[src/rtl/ecc_read_sched_pkg.sv]
// Shared widths and types for the ECC read scheduler.
// Latency: n/a (declarations only).
// Backpressure: n/a.
package ecc_read_sched_pkg;

  localparam int DATA_WIDTH    = 128;
  localparam int CODE_WIDTH    = 8;
  localparam int ERR_CNT_WIDTH = 16;

  // Response port index is a fixed 2-bit field, so up to 4 requesters.
  localparam int PORT_IDX_W = 2;
  typedef logic [PORT_IDX_W-1:0] port_idx_t;

  typedef logic [DATA_WIDTH-1:0]    data_t;
  typedef logic [CODE_WIDTH-1:0]    code_t;
  typedef logic [ERR_CNT_WIDTH-1:0] err_cnt_t;

endpackage

[src/rtl/ecc_read_sched_rr_arbiter.sv]
// Round-robin arbiter: one-hot grant, search starts just after last_ptr.
// Latency: purely combinational, grant in the same cycle as the request.
// Backpressure: caller masks req (busy/reset) before it reaches this block.
// Ports: req (per-requester level), last_ptr (previous winner),
//        gnt (one-hot), gnt_idx (index of gnt; equals last_ptr when idle).
module rr_arbiter
  import ecc_read_sched_pkg::*;
#(
  parameter int N = 4
) (
  input  logic [N-1:0] req,
  input  port_idx_t    last_ptr,
  output logic [N-1:0] gnt,
  output port_idx_t    gnt_idx
);

  port_idx_t idx;
  logic      found;

  always_comb begin
    gnt     = '0;
    gnt_idx = last_ptr;
    found   = 1'b0;
    idx     = last_ptr;
    // Walk N positions starting at last_ptr+1 (wrapping at N-1), first hit wins.
    for (int i = 0; i < N; i++) begin
      if (idx == port_idx_t'(N - 1)) begin
        idx = '0;
      end else begin
        idx = idx + 1'b1;
      end
      if (!found && req[idx]) begin
        found    = 1'b1;
        gnt[idx] = 1'b1;
        gnt_idx  = idx;
      end
    end
  end

endmodule

[src/rtl/ecc_read_sched.sv]
// ECC read scheduler: round-robin read port sharing with SEC correction on return.
// Latency: grant in cycle t, SRAM data in t+1, registered response in t+2.
// Backpressure: sram_busy blocks all grants; a held request is simply re-arbitrated.
// Ports: clk/rst (sync, active-high); rd_req/rd_addr/rd_gnt requester side;
//        sram_busy/sram_rd_en/sram_rd_addr/sram_rd_data/sram_rd_code SRAM side;
//        dec_data/dec_code/dec_cr_data external decoder; ecc_bypass raw return;
//        rsp_valid/rsp_port/rsp_data/rsp_err response; err_cnt/err_cnt_clr counter.
module ecc_read_sched
  import ecc_read_sched_pkg::*;
#(
  parameter int PORT_NUM   = 4,
  parameter int ADDR_WIDTH = 11
) (
  input  logic                           clk,
  input  logic                           rst,
  input  logic [PORT_NUM-1:0]            rd_req,
  input  logic [PORT_NUM*ADDR_WIDTH-1:0] rd_addr,
  output logic [PORT_NUM-1:0]            rd_gnt,
  input  logic                           sram_busy,
  output logic                           sram_rd_en,
  output logic [ADDR_WIDTH-1:0]          sram_rd_addr,
  input  logic [DATA_WIDTH-1:0]          sram_rd_data,
  input  logic [CODE_WIDTH-1:0]          sram_rd_code,
  output logic [DATA_WIDTH-1:0]          dec_data,
  output logic [CODE_WIDTH-1:0]          dec_code,
  input  logic [DATA_WIDTH-1:0]          dec_cr_data,
  input  logic                           ecc_bypass,
  output logic                           rsp_valid,
  output logic [PORT_IDX_W-1:0]          rsp_port,
  output logic [DATA_WIDTH-1:0]          rsp_data,
  output logic                           rsp_err,
  output logic [ERR_CNT_WIDTH-1:0]       err_cnt,
  input  logic                           err_cnt_clr
);

  // ---------------------------------------------------------------- state
  port_idx_t last_ptr_q, last_ptr_d;
  logic      s1_valid_q, s1_valid_d;
  port_idx_t s1_port_q,  s1_port_d;
  logic      rsp_valid_q, rsp_valid_d;
  port_idx_t rsp_port_q,  rsp_port_d;
  data_t     rsp_data_q,  rsp_data_d;
  logic      rsp_err_q,   rsp_err_d;
  err_cnt_t  err_cnt_q,   err_cnt_d;

  // ---------------------------------------------------------------- arbitration
  logic [PORT_NUM-1:0] req_eff;
  logic [PORT_NUM-1:0] gnt;
  port_idx_t           gnt_idx;
  logic                any_gnt;

  // Reset and write-priority busy both suppress arbitration outright, so the
  // arbiter never sees a request it is not allowed to grant.
  assign req_eff = (rst || sram_busy) ? '0 : rd_req;

  rr_arbiter #(
    .N (PORT_NUM)
  ) u_rr_arbiter (
    .req      (req_eff),
    .last_ptr (last_ptr_q),
    .gnt      (gnt),
    .gnt_idx  (gnt_idx)
  );

  assign any_gnt    = |gnt;
  assign rd_gnt     = gnt;
  assign sram_rd_en = any_gnt;

  // One-hot grant makes an OR-mux sufficient; idle address is 0.
  always_comb begin
    sram_rd_addr = '0;
    for (int p = 0; p < PORT_NUM; p++) begin
      if (gnt[p]) begin
        sram_rd_addr = sram_rd_addr | rd_addr[p*ADDR_WIDTH +: ADDR_WIDTH];
      end
    end
  end

  // ---------------------------------------------------------------- data return
  // Decoder inputs are zeroed outside a return cycle so it only ever sees
  // real words.
  assign dec_data = s1_valid_q ? sram_rd_data : '0;
  assign dec_code = s1_valid_q ? sram_rd_code : '0;

  logic corr_seen;
  assign corr_seen = !ecc_bypass && (dec_cr_data != sram_rd_data);

  always_comb begin
    last_ptr_d  = any_gnt ? gnt_idx : last_ptr_q;
    s1_valid_d  = any_gnt;
    s1_port_d   = gnt_idx;

    rsp_valid_d = s1_valid_q;
    rsp_port_d  = rsp_port_q;
    rsp_data_d  = rsp_data_q;
    rsp_err_d   = 1'b0;
    if (s1_valid_q) begin
      rsp_port_d = s1_port_q;
      // ecc_bypass is looked at here, in the data-return cycle.
      rsp_data_d = ecc_bypass ? sram_rd_data : dec_cr_data;
      rsp_err_d  = corr_seen;
    end

    // Count on the same edge that loads an erroneous response; clear wins.
    err_cnt_d = err_cnt_q;
    if (err_cnt_clr) begin
      err_cnt_d = '0;
    end else if (rsp_err_d && (err_cnt_q != '1)) begin
      err_cnt_d = err_cnt_q + 1'b1;
    end
  end

  always_ff @(posedge clk) begin
    if (rst) begin
      last_ptr_q  <= port_idx_t'(PORT_NUM - 1);
      s1_valid_q  <= 1'b0;
      s1_port_q   <= '0;
      rsp_valid_q <= 1'b0;
      rsp_port_q  <= '0;
      rsp_data_q  <= '0;
      rsp_err_q   <= 1'b0;
      err_cnt_q   <= '0;
    end else begin
      last_ptr_q  <= last_ptr_d;
      s1_valid_q  <= s1_valid_d;
      s1_port_q   <= s1_port_d;
      rsp_valid_q <= rsp_valid_d;
      rsp_port_q  <= rsp_port_d;
      rsp_data_q  <= rsp_data_d;
      rsp_err_q   <= rsp_err_d;
      err_cnt_q   <= err_cnt_d;
    end
  end

  assign rsp_valid = rsp_valid_q;
  assign rsp_port  = rsp_port_q;
  assign rsp_data  = rsp_data_q;
  assign rsp_err   = rsp_err_q;
  assign err_cnt   = err_cnt_q;

endmodule

[config.mk]
export PLATFORM = sky130hd
export DESIGN_NAME = ecc_read_sched
export DESIGN_NICKNAME = d
export VERILOG_FILES = /design/src/rtl/ecc_read_sched_pkg.sv /design/src/rtl/ecc_read_sched_rr_arbiter.sv /design/src/rtl/ecc_read_sched.sv
export SDC_FILE = /design/constraint.sdc
export NUM_CORES = 1
export LEC_CHECK = 0
export ABC_AREA = 1
export BUFFER_PORTS_ARGS = -buffer_cell sky130_fd_sc_hd__buf_2
export CAP_MARGIN = 20
export CELL_PAD_IN_SITES_DETAIL_PLACEMENT = 1
export CELL_PAD_IN_SITES_GLOBAL_PLACEMENT = 1
export CORE_AREA = 2 2 238 240
export CTS_CLUSTER_SIZE = 30
export DETAILED_ROUTE_END_ITERATION = 8
export DIE_AREA = 0 0 240 242
export PLACE_DENSITY_LB_ADDON = 0.08
export SYNTH_ARGS = -nofsm -noshare
export SYNTH_HDL_FRONTEND = slang
export SYNTH_SLANG_ARGS = --single-unit
[constraint.sdc]
create_clock -name clk -period 2.64 [get_ports clk]
set_input_delay 0.396 -clock clk [delete_from_list [all_inputs] [get_ports clk]]
set_output_delay 0.396 -clock clk [all_outputs]
set_load 0.1 [all_outputs]
==> metrics.md <==
| Metric | Value |
|---|---|
| CP Launch Point | `last_ptr_q[0]` |
| Asr flop ratio synth | `0%` |
| Iter 0 DRT Violations | `336` |
| Busiest layer in global routing | `met2` |
| Fin cells | `2846` |
| Seq/Total Area, Yosys | `31.9%` |
| CP Class | `reg -> out` |
| Synth Instances | `1470` |
| Max-slew violation count | `0` |
| Vias | `12000` |
| Total gr overflow | `0` |
| Met1 Resource Use GR | `20.6%` |
| Pleak | `7.79 nW` |
| Dpl cell area | `13900 um2` |
| Row count | `87` |
| Final number of setup-violating endpoints | `16` |
| Ys Warns | `0` |
| Synth top area share | `31.9%` |
| Worst R2R Setup Slack | `300 ps` |
| Status | `finished, violations left` |
| Routability congestion estimate | `0.837` |
| Max VDD drop | `799 uV` |
| Detailed Routing Iterations Pass 1 | `4` |
| Hpwl dp | `41.9 mm` |
| Cts hold-fix bufs | `0` |
| Final ANT Viol Nets | `0` |
| Die height | `242 um` |
| Setup crit end kind | `output pin` |
| Max_cap viols | `0` |
| Crit path required time | `2240 ps` |
| Final net count | `2401` |
| H-tree levels | `4` |
| Netlist Area Pre-Place | `9610 um2` |
| EDFF count, synth | `0` |
| Buffers on Ports | `616` |
| Failing checks | `negative setup slack` |
| Slowest cell on the critical path | `dfxtp_4` |
| Pin count of the biggest net entering global routing | `134` |
| Syn_nets | `1796` |
| Worst slack at placement | `-87.2 ps` |
| Width of the die | `240 um` |
| Total CTS buffers | `17` |
| Dominant cells by area after synthesis | `dfxtp_1 (32%), nand2_1 (19%), xnor2_1 (11%)` |
| GRT met2 Usage | `34.0%` |
| FF-to-FF End | `last_ptr_q[0]` |
| Fin crit share | `113%` |
| FF-to-FF path depth | `17` |
| Critical Path AT | `2590 ps` |
| DRC violations left | `0` |
| Most common cell in the netlist | `nand2_1` |
| Fmax | `335 MHz` |
| Final hold violations | `0` |
| Yosys top cell by area | `dfxtp_1` |
| Initial antenna violation count | `10` |
| Worst hold margin | `210 ps` |
| Pwr Total | `24.7 mW` |
| Post-synthesis register bit count | `153` |
| Relative slew slack | `44.3%` |
| Tmin final | `2980 ps` |
| Routed wire per std cell | `19.4 um` |
| Startpoint types | `register` |
| Pwr Density | `1650 nW/um2` |
| Hold path startpoint | `err_cnt_clr` |
| Core area | `55700 um2` |
| Worst-path cell chain | `inv_6, ha_4, inv_6, nand2_2, nand2_4, nand2_4, nand2_8, nor2_8, buf_6, nand3_4, nand3_4, nand2_1, nand4_1, buf_12` |
| Vias per cell | `4.21` |
| Critical Path Max Stage Delay | `400 ps` |
| GR Util All Layers | `18.6%` |
| Setup crit end | `sram_rd_addr[3]` |
| Post-Route WL | `55.3 mm` |
| Skew final | `8.25 ps` |
| Finished Cell Area | `15000 um2` |
| CTS Buffer Depth | `2` |
| Post-route worst setup slack | `-343 ps` |
| Yosys cell types | `32` |
| M3 GR Usage | `5.21%` |
| Clk root buf | `clkbuf_16` |
| Critical R2R Launch | `last_ptr_q[0]` |
| Hold Crit Class | `in -> reg` |
| Fin Setup TNS | `-4710 ps` |
| Commonest cells in the netlist | `nand2_1 (491), inv_1 (168), dfxtp_1 (153), a21oi_1 (143), o22ai_1 (128)` |
| Clock sink count | `153` |
| Vias in the first global route | `12600` |
| Num ports | `617` |
| Syn Area/Cell | `6.54 um2` |
| Clock transition at the registers of the reported paths | `70 ps` |
| Post-layout util | `26.8%` |
| Clock Latency Late Sink | `480 ps` |
| Die area | `58100 um2` |
| Worst slew pin tran | `829 ps` |
| Initial Util | `17.2%` |
| Share of cells above drive strength 1 | `36.7%` |
| Critical path peak fanout | `7` |
| First-pass GRT wire length | `80.6 mm` |
| RSZ-0062 raised after global routing | `yes` |
| Placed cell count | `2782` |
| Layout area overhead | `55.6%` |
| Prevailing post-synth register cell | `dfxtp_1` |
| CTS tree | `yes` |
layer usage:
metal / vias up / part of all wire (%)
met3: 56 / 5.9
li1: 5938 / -
met4: 12 / 1.8
met1: 5664 / 40
met5: - / 0.13
met2: 310 / 53
worst min path at each step:
stage	end	cells past startpoint
6_report	err_cnt[12]	4
2_1_floorplan	rsp_port[0]	2
3_5_place_dp	rsp_data[122]	2
3_3_place_gp	rsp_data[14]	2
5_1_grt	err_cnt[12]	4
4_1_cts	err_cnt[12]	4
what timing repair did:
item | CTS | global route
setup buffers | 19 | 7
gates resized for setup | 24 | 33
cloned | 4 | 0
endpoints found under the setup margin | 16 | 16
pin swaps | 31 | 25
report_power, final:
group          internal [mW]  total, mW  switching [mW]
clock                   1.29       2.43            1.14
combinational           4.06       19.1            15.0
sequential              2.90       3.20           0.297
cell type report:
| class | instances | area [um2] |
|---|---|---|
| fill | 7015 | 40800 |
| multi-input combinational | 1068 | 5900 |
| timing repair buffer | 663 | 3830 |
| sequential | 153 | 3070 |
| tap | 756 | 946 |
| inverter | 172 | 661 |
| clock buffer | 19 | 433 |
| clock inverter | 11 | 101 |
| antenna | 4 | 10.0 |
registers in the layout (all words and copies together) (netlist names):
name and flops:
last_ptr_q 2, rsp_valid_d 1, err_cnt 16, rsp_err 1, rsp_valid 1, rsp_data 128
rsp_port 2, s1_port_q 2
logic make-up (layout without fill, tap and decap cells):
family | after synthesis | after routing | synth area share (%)
and+or+nand+nor | 645 | 649 | 28.3
AOI/OAI and AO/OA | 277 | 277 | 16.1
buffers and inverters | 253 | 865 | 10.4
DFF | 153 | 153 | 31.9
xor gates and xnor gates | 133 | 133 | 12.1
adders and majority gates | 9 | 9 | 1.17
other | 0 | 4 | 0
placed cells by master (no fill, tap or decap), types with 2 or more instances in the layout:
cell type	count
buf_2	597
nand2_1	473
inv_1	163
dfxtp_1	150
a21oi_1	143
o22ai_1	128
xnor2_1	124
nor2_1	63
buf_4	34
nand4_1	28
buf_12	26
nand3_1	19
clkbuf_16	17
nand2_2	16
nand3_4	16
xor2_1	9
nand2_4	9
ha_1	7
buf_6	6
nor2_4	5
nand3_2	5
inv_2	5
diode_2	4
nor3_1	4
o21ai_0	4
inv_6	4
clkinv_2	4
clkinv_4	3
dfxtp_4	3
inv_4	2
nor4_1	2
nor2_8	2
nand3b_4	2
ha_4	2
clkbuf_1	2
worst max-delay path, delay by kind of cell (launching register included):
family,cells,cell delay (ps)
fa+ha+maj,1,310
buf+inv,4,440
flops,1,400
simple gates,9,930
(Power assumes the default switching activity.)
